`config.mk`:
```
export PLATFORM = sky130hd
export DESIGN_NAME = line_burst_adaptor
export DESIGN_NICKNAME = d
export VERILOG_FILES = /design/src/rtl/line_burst_adaptor.sv
export SDC_FILE = /design/constraint.sdc
export NUM_CORES = 1
export LEC_CHECK = 0
export CORE_AREA = 5 5 274 276
export DETAILED_ROUTE_END_ITERATION = 8
export DIE_AREA = 0 0 279 281
export MAX_ROUTING_LAYER = met4
export PLACE_DENSITY = 0.72
export SLEW_MARGIN = 0
export SYNTH_ARGS = -nofsm -noshare
export SYNTH_HDL_FRONTEND = slang
export SYNTH_SLANG_ARGS = --single-unit
```
`constraint.sdc`:
```
create_clock -name clk -period 33.7 [get_ports clk]
set_input_delay 10.11 -clock clk [delete_from_list [all_inputs] [get_ports clk]]
set_output_delay 10.11 -clock clk [all_outputs]
set_load 0.01 [all_outputs]
```
`src/rtl/line_burst_adaptor.sv`:
```
// Bridges a wide cache line port to a narrow burst memory port: read fills and writebacks.
// Optional critical-word-first reads: define LINE_BURST_ADAPTOR_CRIT_WORD_FIRST_EN.
module line_burst_adaptor #(
  parameter int unsigned s_line  = 256,
  parameter int unsigned s_burst = 64
) (
  input  logic               clk,
  input  logic               rst,
  // cache side
  input  logic [s_line-1:0]  line_i,
  output logic [s_line-1:0]  line_o,
  input  logic [31:0]        address_i,
  input  logic               read_i,
  input  logic               write_i,
  output logic               resp_o,
  // memory side
  input  logic [s_burst-1:0] burst_i,
  output logic [s_burst-1:0] burst_o,
  output logic [31:0]        address_o,
  output logic               read_o,
  output logic               write_o,
  input  logic               resp_i
);

  localparam int unsigned num_beats  = s_line / s_burst;
  localparam int unsigned BeatW      = (num_beats > 1) ? $clog2(num_beats) : 1;
  localparam int unsigned LineBytes  = s_line / 8;
  localparam int unsigned BurstBytes = s_burst / 8;
  localparam int unsigned OffLo      = $clog2(BurstBytes);
  localparam logic [31:0] LineMask   = ~(LineBytes - 1);
  localparam logic [31:0] BurstMask  = ~(BurstBytes - 1);

  typedef enum logic [1:0] {StIdle, StRdBurst, StWrBurst, StDone} state_e;

  state_e             state_q;
  logic [BeatW-1:0]   beat_q;
  logic [BeatW-1:0]   cnt_q;
  logic [s_line-1:0]  buf_q;

  logic [BeatW-1:0]   beat_nxt;
  logic               last_beat;
  logic [BeatW-1:0]   rd_start;
  logic [31:0]        rd_addr;

  // beat_q is the line offset being transferred; cnt_q counts accepted beats,
  // which differ only when a read starts mid-line.
  assign beat_nxt  = beat_q + BeatW'(1);
  assign last_beat = (cnt_q == BeatW'(num_beats - 1));

`ifdef LINE_BURST_ADAPTOR_CRIT_WORD_FIRST_EN
  assign rd_start = BeatW'(address_i >> OffLo);
  assign rd_addr  = address_i & BurstMask;
`else
  assign rd_start = '0;
  assign rd_addr  = address_i & LineMask;
`endif

  always_ff @(posedge clk or posedge rst) begin
    if (rst) begin
      state_q   <= StIdle;
      beat_q    <= '0;
      cnt_q     <= '0;
      buf_q     <= '0;
      line_o    <= '0;
      burst_o   <= '0;
      address_o <= '0;
      read_o    <= 1'b0;
      write_o   <= 1'b0;
      resp_o    <= 1'b0;
    end else begin
      case (state_q)
        StIdle: begin
          resp_o <= 1'b0;
          // Write has priority; a concurrent read is picked up on a later pass through idle.
          if (write_i) begin
            buf_q     <= line_i;
            address_o <= address_i & LineMask;
            beat_q    <= '0;
            cnt_q     <= '0;
            burst_o   <= line_i[s_burst-1:0];
            write_o   <= 1'b1;
            state_q   <= StWrBurst;
          end else if (read_i) begin
            address_o <= rd_addr;
            beat_q    <= rd_start;
            cnt_q     <= '0;
            read_o    <= 1'b1;
            state_q   <= StRdBurst;
          end
        end

        StRdBurst: begin
          if (resp_i) begin
            line_o[s_burst*beat_q +: s_burst] <= burst_i;
            beat_q <= beat_nxt;
            cnt_q  <= cnt_q + BeatW'(1);
            if (last_beat) begin
              read_o  <= 1'b0;
              resp_o  <= 1'b1;
              state_q <= StDone;
            end
          end
        end

        StWrBurst: begin
          if (resp_i) begin
            beat_q  <= beat_nxt;
            cnt_q   <= cnt_q + BeatW'(1);
            burst_o <= buf_q[s_burst*beat_nxt +: s_burst];
            if (last_beat) begin
              write_o <= 1'b0;
              resp_o  <= 1'b1;
              state_q <= StDone;
            end
          end
        end

        StDone: begin
          resp_o  <= 1'b0;
          state_q <= StIdle;
        end

        default: begin
          state_q <= StIdle;
        end
      endcase
    end
  end

endmodule

```
# ---- Word level (Yosys, flattened, before mapping)
# Index checks and enable logic that the tools add are counted.
# Widths: inputs -> output; s select.
dict set report totals {
  rom_bits 0
  input_bits 357
  ram_bits 0
  ff_bits 617
  latch_bits 0
  elab_cells 73
  n_memories 0
  out_inout_bits 355
}
dict set report classes {
  n_reduce_logical 16
  n_div 0
  shifts 3
  n_lt_le_gt_ge 0
  add_sub_neg 3
  muxes 27
  n_eq_ne 14
  multipliers 0
  n_bitwise 0
}
# operator n
set ops {}
lappend ops {{$bwmux 256} 1}
lappend ops {{$shift 64x34->256 const A} 1}
lappend ops {{$shiftx 256x9->64} 1}
lappend ops {{$shiftx 64x34->256} 1}
lappend ops {{$mux 64} 2}
lappend ops {{$pmux 64 s2} 1}
lappend ops {{$mux 32} 2}
lappend ops {{$neg 8->34} 1}
lappend ops {{$mux 2} 8}
lappend ops {{$ne 2x2->1 const B} 7}
lappend ops {{$reduce_and 3->1} 3}
lappend ops {{$pmux 2 s2} 2}
lappend ops {{$reduce_and 2->1} 4}
lappend ops {{$reduce_bool 2->1} 4}
lappend ops {{$mux 1} 7}
lappend ops {{$eq 2x2->1 const B} 3}
lappend ops {{$pmux 1 s2} 3}
lappend ops {{$pmux 2 s3} 1}
lappend ops {{$reduce_and 5->1} 1}
lappend ops {{$add 2x1->2 const B} 2}
lappend ops {{$ne 2x1->1 const B} 2}
lappend ops {{$reduce_and 4->1} 1}
lappend ops {{$reduce_or 2->1} 2}
lappend ops {{$ne 3x3->1 const B} 1}
lappend ops {{other kinds (2)} 2}

# ---- Depth between registers and ports, before layout
dict set report logic_depth {
  ltp_word 4
  mapped_depth 11
  mapped_depth_nobuf 5
}

# ---- Worst setup path after synthesis
# No wires, ideal clock.
dict set report synth_timing {
  kind {input port to flip-flop}
  start {input port write_i}
  end {register address_o[10]}
  arrival_time_ns 11.325
  n_path_buf 2
  required_time_ns 33.572
  setup_time_ns 0.128
  path_stages 4
  slack_ns 22.247
  cell_sequence {buf_2 > o21ai_1 > buf_2 > mux2_1}
}
dict set report synth_via {
  elab_chain_cells 2
  elab_cells_between_ends 3
  cone_classes {mux (1); reduce/logical (2)}
}
# item line_no
set synth_lines {}
lappend synth_lines {{start: declaration} 14} ;# input logic write_i,
lappend synth_lines {{$reduce_bool 2->1 (no line)} --}
lappend synth_lines {{$reduce_and 2->1 (no line)} --}
lappend synth_lines {{end signal: assignment} 77} ;# address_o <= address_i & LineMask;
lappend synth_lines {{end signal: assignment} 84} ;# address_o <= rd_addr;
lappend synth_lines {{end: declaration} 19} ;# output logic [31:0] address_o,
# Several ways; a longest one is shown, not always the timed one.
# A chain may end at the register's enable or synchronous reset.

==> run_results.csv <==
group,metric,value,unit
floorplanning,floorplan.die_area,78400,sq um
drt,vias_per_cell,5.078,
cts,post_cts_resize_count,0,
drt,remaining_drc_errors,0,
timing,unrepaired_setup_endpoints_after_global_routing,"no",
cts,cts.sink_count,612,
synthesis,async_flop_share,100.0,%
worst_setup_path,crit_path_max_fanout,167,
final_layout,instances_no_fill,3485,
final_layout,drive_above_1_share,14.96,%
power,sequential_share_of_power,38.0,%
worst_hold_path,hold_depth,2,
power,pwr_density_cell,84.35,nW/um^2
timing,fin_hold_ws,482.3,ps
flow_run,max_cap_viol_count,0,
run_status,outcome,"completed",
floorplanning,chipHeight,281,um
worst_setup_path,crit_path_end_kind,"asynchronous set/reset pin",
synthesis,syn_area,25540,sq um
floorplanning,core.rowCount,99,
timing,finalClockSkew,33.02,ps
drt,wl_per_cell,23.24,um
final_layout,layout.nets,2830,
power,pwr-share-clk,25.7,%
global_routing,global_route.overflow_total,0,
power,total_power,3.014,mW
global_routing,grt_start_max_net_pins,168,
global_routing,grt_pass1_vias,19340,
place,place_hpwl,56.11,mm
floorplanning,initial_utilization,35.30,%
synthesis,ys_ff_latch,612,
synthesis,commonest_cells_in_the_synthesized_netlist,"dfrtp_1 (612), nand2_1 (261), mux2_1 (246), a22o_1 (132), o21ai_1 (132)",
global_routing,initial_antenna_violation_count,12,
worst_hold_path,hold_path.startpoint,"line_o[95]$_DFFE_PP0P_",
floorplanning,floorplan.core_area,72340,sq um
place,place.gp.congestion,0.8727,
synthesis,synth_top_cell_by_area,"dfrtp_1",
cts,clock_slew_at_reported_path_ffs,50,ps
timing,slew_headroom,26.45,%
worst_setup_path,cp_data_required_time,34250,ps
cts,postCtsHoldBufs,0,
power,comb_power_share,36.3,%
worst_setup_path,critical_path_class,"in2async",
cts,cts.htree.levels,3,
timing,worstMarginPinSlew,1103,ps
worst_setup_path,worst_r2r_path_depth,6,
synthesis,ys.flop_type,"dfrtp_1",
final_layout,area_growth_synth_to_finish,39.91,%
final_layout,post-route-cell-area,35730,sq um
synthesis,postSynthCellCount,1801,
synthesis,synth_top_cells_by_area,"dfrtp_1 (60%), mux2_1 (11%), mux4_2 (5.6%), mux2_2 (4.6%), a22o_1 (4.5%)",
cts,clk-insertion-delay-late,610,ps
synthesis,post-synth-top-count-cell,"dfrtp_1",
cts,root_buffer,"clkbuf_16",
floorplanning,die_w,279,um
timing,period_needed,12440,ps
power,leakagePower,14.78,nW
cts,cts_tree,"built",
drt,dr.first_iter.drc_count,1087,
worst_setup_path,worstReg2RegEnd,"burst_o[26]$_DFFE_PP0P_",
global_routing,grt_pass1_wl,121.8,mm
worst_setup_path,critical_path.reg2reg.startpoint,"beat_q[0]$_DFFE_PP0P_",
synthesis,yosys.area.top_type_share,59.97,%
floorplanning,top_ports,712,
synthesis,synth_enable_flop_cells,0,
synthesis,synthDistinctLibCells,35,
cts,clock_path_buffers,3,
place,place_inst,3350,
worst_setup_path,worstPathArrival,12990,ps
drt,via_count_of_the_routed_design,17700,
worst_hold_path,min_to,"line_o[95]$_DFFE_PP0P_",
timing,final-hold-violation-count,0,
power,cellInternalPower,2.096,mW
power,net-switching-power,917.2,uW
synthesis,yosys_warnings,0,
timing,finalMaxSlewViolations,0,
power,power.share.switching,30.44,%
drt,final_antenna_net_count,0,
timing,post-route-period-util,36.92,%
timing,endpoints_failing_setup,0,
place,io_buffers,701,
drt,route.final.wire_length,81.00,mm
timing,tns,0,ps
global_routing,grt_usage,20.62,%
synthesis,syn-mean-instance-area,14.18,sq um
timing,fmax,0.08038,GHz
worst_setup_path,critPathLaunchType,"primary input",
cts,postCtsSetupBuffers,0,
power,vdd_drop_max,0.05093,mV
worst_setup_path,r2r_slack,29820,ps
synthesis,synth-seq-area-share,59.97,%
final_layout,fillerInstances,6173,
place,place_area,33350,sq um
drt,first_pass_drt_iterations,5,
cts,number_of_clock_buffers_inserted_by_tritoncts,70,
worst_hold_path,holdCritPathClass,"reg2reg",
## power by group through the flow
stage	Sequential (mW)	Combinational (mW)	Clock [mW]
6_report	1.14	1.09	0.776
4_1_cts	1.15	1.11	0.797
3_5_place_dp	1.16	1.10	0
3_3_place_gp	1.14	1.07	0
2_1_floorplan	1.15	0.679	0
5_1_grt	1.18	1.17	0.825
## metal layers
| metal | global-route usage [%] | up-vias | part of all wire [%] |
|---|---|---|---|
| li1 | - | 7771 | - |
| met1 | 24.23 | 9107 | 39 |
| met2 | 33.80 | 630 | 50 |
| met3 | 5.042 | 190 | 6.4 |
| met4 | 9.370 | 0 | 4.5 |
| met5 | - | - | 0 |
## layout by cell type, fill, tap and decap left out, drive strengths merged, types with 2 or more instances in the layout
cell and instances:
conb 5, a31oi 2, o22a 3, clkbuf 97, ha 10, nor4b 2
mux2 411, clkinvlp 3, clkinv 13, mux4 64, nand2b 5, buf 22
clkdlybuf4s50 701, dfrtp 612, nand2 261, nor2b 3, o22ai 2, a21oi 3
nand3 4, diode 13, a22o 132, bufinv 6, o21ai 133, inv 10
## flip-flops by register name (all words and copies together), names as in the netlist
name,count
address_o,27
beat_q,2
buf_q,256
burst_o,64
cnt_q,2
line_o,256
read_o,1
resp_o,1
state_q,2
write_o,1
## worst max-delay path by stage
| stage | slack (ps) | end | start | depth (start not counted) |
|---|---|---|---|---|
| after floorplan | 6450 | address_o[10]$_DFFE_PP0P_ | rst | 1 |
| after global placement | 20540 | buf_q[230]$_DFFE_PP0P_ | rst | 4 |
| after detailed placement | 20450 | buf_q[100]$_DFFE_PP0P_ | rst | 4 |
| after CTS | 21110 | buf_q[46]$_DFFE_PP0P_ | rst | 4 |
| after global routing | 20720 | buf_q[46]$_DFFE_PP0P_ | rst | 4 |
| final | 21260 | buf_q[46]$_DFFE_PP0P_ | rst | 4 |
## cell families (layout without fill, tap and decap cells)
kind of cell	Yosys count	in the layout	share of synthesized area (%)
mux	476	476	24.69
simple gates	279	279	4.376
buf+inv	144	852	2.925
fa+ha+maj	10	10	0.4900
compound gates	279	279	7.531
other cells	1	18	0.01469
flops	612	612	59.97
## final cells by class
type,instances,area [sq um],share of cell area (%)
Multi-Input combinational cell,1049,9593,26.85
Antenna cell,13,32.53,0.09105
Clock buffer,97,1983,5.551
Tap cell,959,1200,3.358
Sequential cell,612,15320,42.88
Timing Repair Buffer,723,7207,20.17
Clock inverter,25,360.3,1.009
Inverter,7,33.78,0.09455
## critical path, cell delays in order
cell	delay, ps
clkdlybuf4s50_1	500
inv_8	630
buf_12	620
buf_4	930
## per-stage QoR
stage               util, %  setup slack (ps)
global placement      46.10             20540
finish                49.39             21260
CTS                   49.34             21110
detailed placement    46.10             20450
floorplan                 -              6455
global route          49.39             20720
Note: power is estimated with default switching activity, not from simulation.
